**src/rtl/proc_pkg.sv**
```systemverilog
// Shared processor-side definitions: bus widths, arbiter ownership states and reset vector.
// Latency: n/a (types and constants only).
// Backpressure: n/a.
package proc_pkg;

    localparam int PROC_ADDR_W = 16;
    localparam int PROC_DATA_W = 8;

    // 6502 reset vector locations read by the core after reset.
    localparam logic [15:0] RESET_VECTOR_LO = 16'hFFFC;
    localparam logic [15:0] RESET_VECTOR_HI = 16'hFFFD;

    typedef enum logic {
        CPU_OWN = 1'b0,
        DMA_OWN = 1'b1
    } arb_state_t;

endpackage

```
**src/rtl/arb_fair_counter.sv**
```systemverilog
// DMA burst limiter: counts beats, cuts over-long bursts, then reserves core cycles.
// Latency: limit_hit/grant_ok are combinational from registered counters; dma_preempt is registered (1 cycle).
// Backpressure: none of its own; it only gates the arbiter's grant and hand-back decisions.
//
// Ports: clk, reset (sync, active-high); dma_own (arbiter in DMA_OWN); beat (beat completes this edge);
//        last (current beat is final); limit_hit (this beat reaches MAX_BURST); grant_ok (cooldown expired);
//        dma_preempt (registered pulse after a forced hand-back).
module arb_fair_counter #(
    parameter int MAX_BURST      = 16,
    parameter int CPU_MIN_CYCLES = 4
) (
    input  logic clk,
    input  logic reset,
    input  logic dma_own,
    input  logic beat,
    input  logic last,
    output logic limit_hit,
    output logic grant_ok,
    output logic dma_preempt
);

    localparam int BW = $clog2(MAX_BURST);
    localparam int CW = $clog2(CPU_MIN_CYCLES + 1);
    localparam logic [BW-1:0] BEAT_LAST = BW'(MAX_BURST - 1);
    localparam logic [CW-1:0] CD_LOAD   = CW'(CPU_MIN_CYCLES);
    localparam logic [CW-1:0] CD_ONE    = CW'(1);

    logic [BW-1:0] beat_cnt;
    logic [CW-1:0] cooldown;
    logic          forced;

    assign limit_hit = beat & (beat_cnt == BEAT_LAST);
    // A burst whose final beat happens to land on the limit ends normally, not by preemption.
    assign forced    = limit_hit & ~last;
    // The grant takes effect one edge after it is decided, so the last cooldown cycle may already
    // decide it: the core then gets exactly CPU_MIN_CYCLES cycles before DMA regains the bus.
    assign grant_ok  = (cooldown <= CD_ONE);

    always_ff @(posedge clk) begin
        if (reset) begin
            beat_cnt    <= '0;
            cooldown    <= '0;
            dma_preempt <= 1'b0;
        end else begin
            if (!dma_own) begin
                beat_cnt <= '0;
            end else if (beat && (beat_cnt != BEAT_LAST)) begin
                beat_cnt <= beat_cnt + 1'b1;
            end

            if (forced) begin
                cooldown <= CD_LOAD;
            end else if (!dma_own && (cooldown != '0)) begin
                cooldown <= cooldown - 1'b1;
            end

            dma_preempt <= forced;
        end
    end

endmodule

```
**src/rtl/mem_arbiter.sv**
```systemverilog
// Single-owner arbiter sharing one combinational-read memory port between the 6502 core and a DMA requester.
// Latency: grant 1 cycle after a DMA request on a core read cycle; hand-back with no dead cycle.
// Backpressure: core stalled via cpu_rdy=0 while DMA owns the bus; DMA waits on dma_gnt; core writes never stolen.
//
// Ports: clk, reset (sync, active-high); cpu_* core bus and cpu_rdy stall; dma_* requester bus with dma_gnt grant
//        and dma_preempt pulse; mem_* shared memory port (read data valid in the same cycle as the address).
// Build option: define MEM_ARB_FAIR_EN to enable the MAX_BURST / CPU_MIN_CYCLES fairness limit.
module mem_arbiter
    import proc_pkg::*;
#(
    parameter int ADDR_W         = PROC_ADDR_W,
    parameter int DATA_W         = PROC_DATA_W,
    parameter int MAX_BURST      = 16,
    parameter int CPU_MIN_CYCLES = 4
) (
    input  logic              clk,
    input  logic              reset,
    input  logic [ADDR_W-1:0] cpu_address,
    input  logic [DATA_W-1:0] cpu_wr_data,
    input  logic              cpu_wr_enable,
    output logic [DATA_W-1:0] cpu_rd_data,
    output logic              cpu_rdy,
    input  logic              dma_req,
    input  logic [ADDR_W-1:0] dma_address,
    input  logic [DATA_W-1:0] dma_wr_data,
    input  logic              dma_wr_enable,
    input  logic              dma_last,
    output logic              dma_gnt,
    output logic [DATA_W-1:0] dma_rd_data,
    output logic              dma_preempt,
    output logic [ADDR_W-1:0] mem_address,
    output logic [DATA_W-1:0] mem_wr_data,
    output logic              mem_wr_enable,
    input  logic [DATA_W-1:0] mem_rd_data
);

    if (MAX_BURST < 2 || CPU_MIN_CYCLES < 1) begin : g_bad_cfg
        $error("mem_arbiter: MAX_BURST must be >= 2 and CPU_MIN_CYCLES >= 1");
    end

    arb_state_t state_q, state_d;
    logic       dma_own;
    logic       limit_hit;
    logic       grant_ok;

    assign dma_own = (state_q == DMA_OWN);

`ifdef MEM_ARB_FAIR_EN
    arb_fair_counter #(
        .MAX_BURST      (MAX_BURST),
        .CPU_MIN_CYCLES (CPU_MIN_CYCLES)
    ) u_fair (
        .clk         (clk),
        .reset       (reset),
        .dma_own     (dma_own),
        .beat        (dma_own & dma_req),
        .last        (dma_last),
        .limit_hit   (limit_hit),
        .grant_ok    (grant_ok),
        .dma_preempt (dma_preempt)
    );
`else
    assign limit_hit   = 1'b0;
    assign grant_ok    = 1'b1;
    assign dma_preempt = 1'b0;
`endif

    always_ff @(posedge clk) begin
        if (reset) begin
            state_q <= CPU_OWN;
        end else begin
            state_q <= state_d;
        end
    end

    always_comb begin
        state_d       = state_q;
        cpu_rdy       = 1'b0;
        dma_gnt       = 1'b0;
        mem_address   = cpu_address;
        mem_wr_data   = cpu_wr_data;
        mem_wr_enable = 1'b0;

        case (state_q)
            CPU_OWN: begin
                cpu_rdy       = 1'b1;
                mem_wr_enable = cpu_wr_enable;
                // Steal only core read cycles; the current read still completes this edge.
                if (dma_req && !cpu_wr_enable && grant_ok) begin
                    state_d = DMA_OWN;
                end
            end
            DMA_OWN: begin
                dma_gnt       = 1'b1;
                mem_address   = dma_address;
                mem_wr_data   = dma_wr_data;
                mem_wr_enable = dma_wr_enable & dma_req;
                // An idle cycle releases the bus; the in-flight beat always completes first.
                if (!dma_req || dma_last || limit_hit) begin
                    state_d = CPU_OWN;
                end
            end
        endcase

        // Reset abandons any burst at once: nobody owns the bus and nothing is written.
        if (reset) begin
            cpu_rdy       = 1'b0;
            dma_gnt       = 1'b0;
            mem_wr_enable = 1'b0;
        end
    end

    assign cpu_rd_data = mem_rd_data;
    assign dma_rd_data = mem_rd_data;

endmodule

```
**config.mk**
```make
export PLATFORM = sky130hd
export DESIGN_NAME = mem_arbiter
export DESIGN_NICKNAME = d
export VERILOG_FILES = /design/src/rtl/proc_pkg.sv /design/src/rtl/arb_fair_counter.sv /design/src/rtl/mem_arbiter.sv
export SDC_FILE = /design/constraint.sdc
export NUM_CORES = 1
export LEC_CHECK = 0
export ABC_AREA = 1
export CORE_MARGIN = 2
export CORE_UTILIZATION = 19
export CTS_BUF_LIST = sky130_fd_sc_hd__clkbuf_4 sky130_fd_sc_hd__clkbuf_8
export DETAILED_ROUTE_END_ITERATION = 8
export PLACE_DENSITY_LB_ADDON = 0.2
export SLEW_MARGIN = 20
export SYNTH_ARGS = -nofsm -noshare
export SYNTH_HDL_FRONTEND = slang
export SYNTH_HIERARCHICAL = 1
export SYNTH_SLANG_ARGS = --single-unit
export TNS_END_PERCENT = 30
```
**constraint.sdc**
```tcl
create_clock -name clk -period 1.16 [get_ports clk]
set_clock_uncertainty 0.05 [all_clocks]
set_input_delay 0.174 -clock clk [delete_from_list [all_inputs] [get_ports clk]]
set_output_delay 0.174 -clock clk [all_outputs]
set_load 0.01 [all_outputs]
```
==> implementation parameters <==
Parameter                              Value

Floorplanning
  Height of the die ... 56.9 um
  Placeable core area ... 2710 um^2
  Starting utilization of the core area ... 19.6%
  Total die area ... 3240 um^2
  Num rows ... 19
  Die Wd ... 56.9 um
  Count of pins on the block boundary ... 106

Timing
  RSZ-0062 raised after global routing ... false
  Count of final setup violators ... 0
  Highest achievable clock rate ... 0.903 GHz
  Number of hold violations in the final report ... 0
  Shortest clock period the worst path allows after layout ... 1.11 ns
  Max Slew Vio Count ... 0
  Period utilisation layout ... 95.4%
  Hold Slack ... 0.298 ns
  Final worst slack ... 0.0529 ns

Yosys
  Share of synthesized area occupied by flip-flops and latches ... 3.76%
  Mean instance size in the synthesized netlist ... 4.75 um^2
  Library cell occupying the most area in the post-synthesis netlist ... sky130_fd_sc_hd__nand2_1
  #FFs+latches synth ... 1
  Synthesized area ... 532 um^2
  Synth Area in XOR/XNOR ... 0%
  Post-synthesis compound-gate area fraction ... 0%
  Mux cell area share after synthesis ... 0%
  Adder-cell share of the synthesized area ... 0%
  Area share of and/or/nand/nor cells after synthesis ... 59.3%
  Biggest area contributors in the synthesized netlist ... sky130_fd_sc_hd__nand2_1 (54%), sky130_fd_sc_hd__buf_4 (25%), sky130_fd_sc_hd__buf_6 (6.4%), sky130_fd_sc_hd__dfxtp_1 (3.8%), sky130_fd_sc_hd__inv_1 (2.8%)
  Number of distinct library cells after synthesis ... 11
  Number of instances in the synthesized netlist ... 112
  Yosys top cell area share ... 54.4%
  Net count after synthesis ... 174
  Synthesis warning total ... 6
  Main combinational cell family by area after synthesis ... simple AND/OR/NAND/NOR gates

Detailed routing
  Vias per inst ... 4.06
  Remaining number of nets flagged by the antenna check after routing ... 0
  Post-route DRC violation count ... 0
  Wire length after detailed routing ... 2110 um
  Drt initial violations ... 28
  Number of iterations in the first detailed-routing pass ... 3
  Number of vias after detailed routing ... 833
  Average wire per standard cell ... 10.3 um

Setup path
  Worst EP required ... 0.94 ns
  Startpoint types ... primary input
  Data arrival at the endpoint of the critical path ... 0.88 ns
  Crit. End Element ... output pin
  Worst Path Class, Setup ... in2out
  Maximum fanout along the worst path ... 1

Final layout
  Number of inserted filler cells in the final layout ... 315
  Area Growth Syn to Fin ... 112%
  Max FFs per register ... 1
  Finished Cell Area ... 1130 um^2
  Final antenna diode count ... 0
  Final-stage net count ... 238
  Fraction of layout instances using a drive strength above 1 ... 19.0%

Run status
  Status ... complete, no violations

Place
  Post-Place Setup Slack ... -0.514 ns
  DP HPWL ... 1770 um
  Routability Congestion ... 0.722
  Port Buffer Count ... 80
  Cell area after placement ... 1250 um^2

CTS
  Source-to-sink clock delay at the later pin of the worst-skew pair ... 0 ns
  Post-CTS repair timing setup buffer count ... 0

Global routing
  Overall fraction of global-route tracks in use ... 12.1%
  Maximum number of pins on one net before global-route repair ... 22
  Grt ovf ... 0
  Global-route wire length before repair ... 3400 um
  Initial antenna violation count ... 0
  Via count of the first global-routing pass ... 814

Worst hold path
  Type of the worst min-delay path ... in2out

Power and ir drop
  Maximum vdd drop ... 208 uV
  Ratio of total power to cell area ... 397 nW/um^2
  Leak Pwr ... 0.636 nW

Run
  Number of violations of the max-capacitance limit ... 0
==> through the flow <==
stage | instances | util, % | TNS [ns] | power, mW
global route | 205 | 41.6 | 0 | 0.490
CTS | 205 | 41.8 | -0.0568 | 0.457
floorplan | 112 | - | 0 | 0.241
finish | 205 | 41.6 | 0 | 0.448
detailed placement | 205 | 46.2 | -9.42 | 0.526
global placement | 205 | 46.2 | -9.18 | 0.517
==> what timing repair did <==
item,CTS,global route
resized for setup,105,5
hold buffers,0,0
endpoints found under the setup margin,27,3
pin swaps,2,1
==> worst max-delay path: stages <==
cell	delay, ns
sky130_fd_sc_hd__clkdlybuf4s50_1	0.46
sky130_fd_sc_hd__nand2_1	0.06
sky130_fd_sc_hd__nand2_1	0.07
sky130_fd_sc_hd__buf_2	0.12
==> cell type report <==
class	instances	area, um^2	area share [%]
flip-flops and latches	1	21.3	1.88
repair buffers	84	731	64.7
inverters	5	18.8	1.66
well taps	31	38.8	3.44
multi-input cells	84	319	28.3
==> cell families after synthesis <==
family	after synthesis
and+or+nand+nor	83
buffers and inverters	27
other	1
DFF	1
==> cell usage after synthesis <==
cell type,n
sky130_fd_sc_hd__nand2_1,77
sky130_fd_sc_hd__nor2_1,4
sky130_fd_sc_hd__dfxtp_1,1
sky130_fd_sc_hd__inv_1,4
sky130_fd_sc_hd__buf_4,18
sky130_fd_sc_hd__buf_6,3
sky130_fd_sc_hd__nand3_1,1
sky130_fd_sc_hd__nor2_2,1
sky130_fd_sc_hd__conb_1,1
sky130_fd_sc_hd__inv_2,1
sky130_fd_sc_hd__buf_2,1
==> final timing paths <==
path / startpoint / to / slack (ns) / cells past startpoint
worst max-delay path: dma_address[5] / mem_address[5] / 0.05 / 4
worst min-delay path: mem_rd_data[1] / cpu_rd_data[1] / 0.30 / 0
worst max register to register: dma_own / dma_own / 0.35 / 4
worst min register to register: dma_own / dma_own / 0.61 / 3
==> placed cells by master (no fill, tap or decap), drive strengths merged <==
cell and instances:
nor2 5, clkdlybuf4s50 49, nand2 77, buf 29, dlymetal6s2s 2, nand3 1
clkbuf 1, dfxtp 1, inv 5, conb 1, dlygate4sd2 3
==> per-layer routing <==
metal / vias up / global-route usage, % / wire length (um)
met2: 56 / 23.6 / 1050
li1: 432 / - / -
met3: 0 / 2.76 / 289
met5: - / 0 / 0
met4: 0 / 0.332 / 0
met1: 345 / 13.9 / 766
==> power breakdown <==
group | total (mW) | switching, mW | leakage, nW | internal (mW)
Sequential | 0.0398 | 0.00258 | 0.00861 | 0.0372
Clock | 0 | 0 | 0 | 0
Combinational | 0.408 | 0.158 | 0.627 | 0.250
Note: power is estimated with default switching activity, not from simulation.
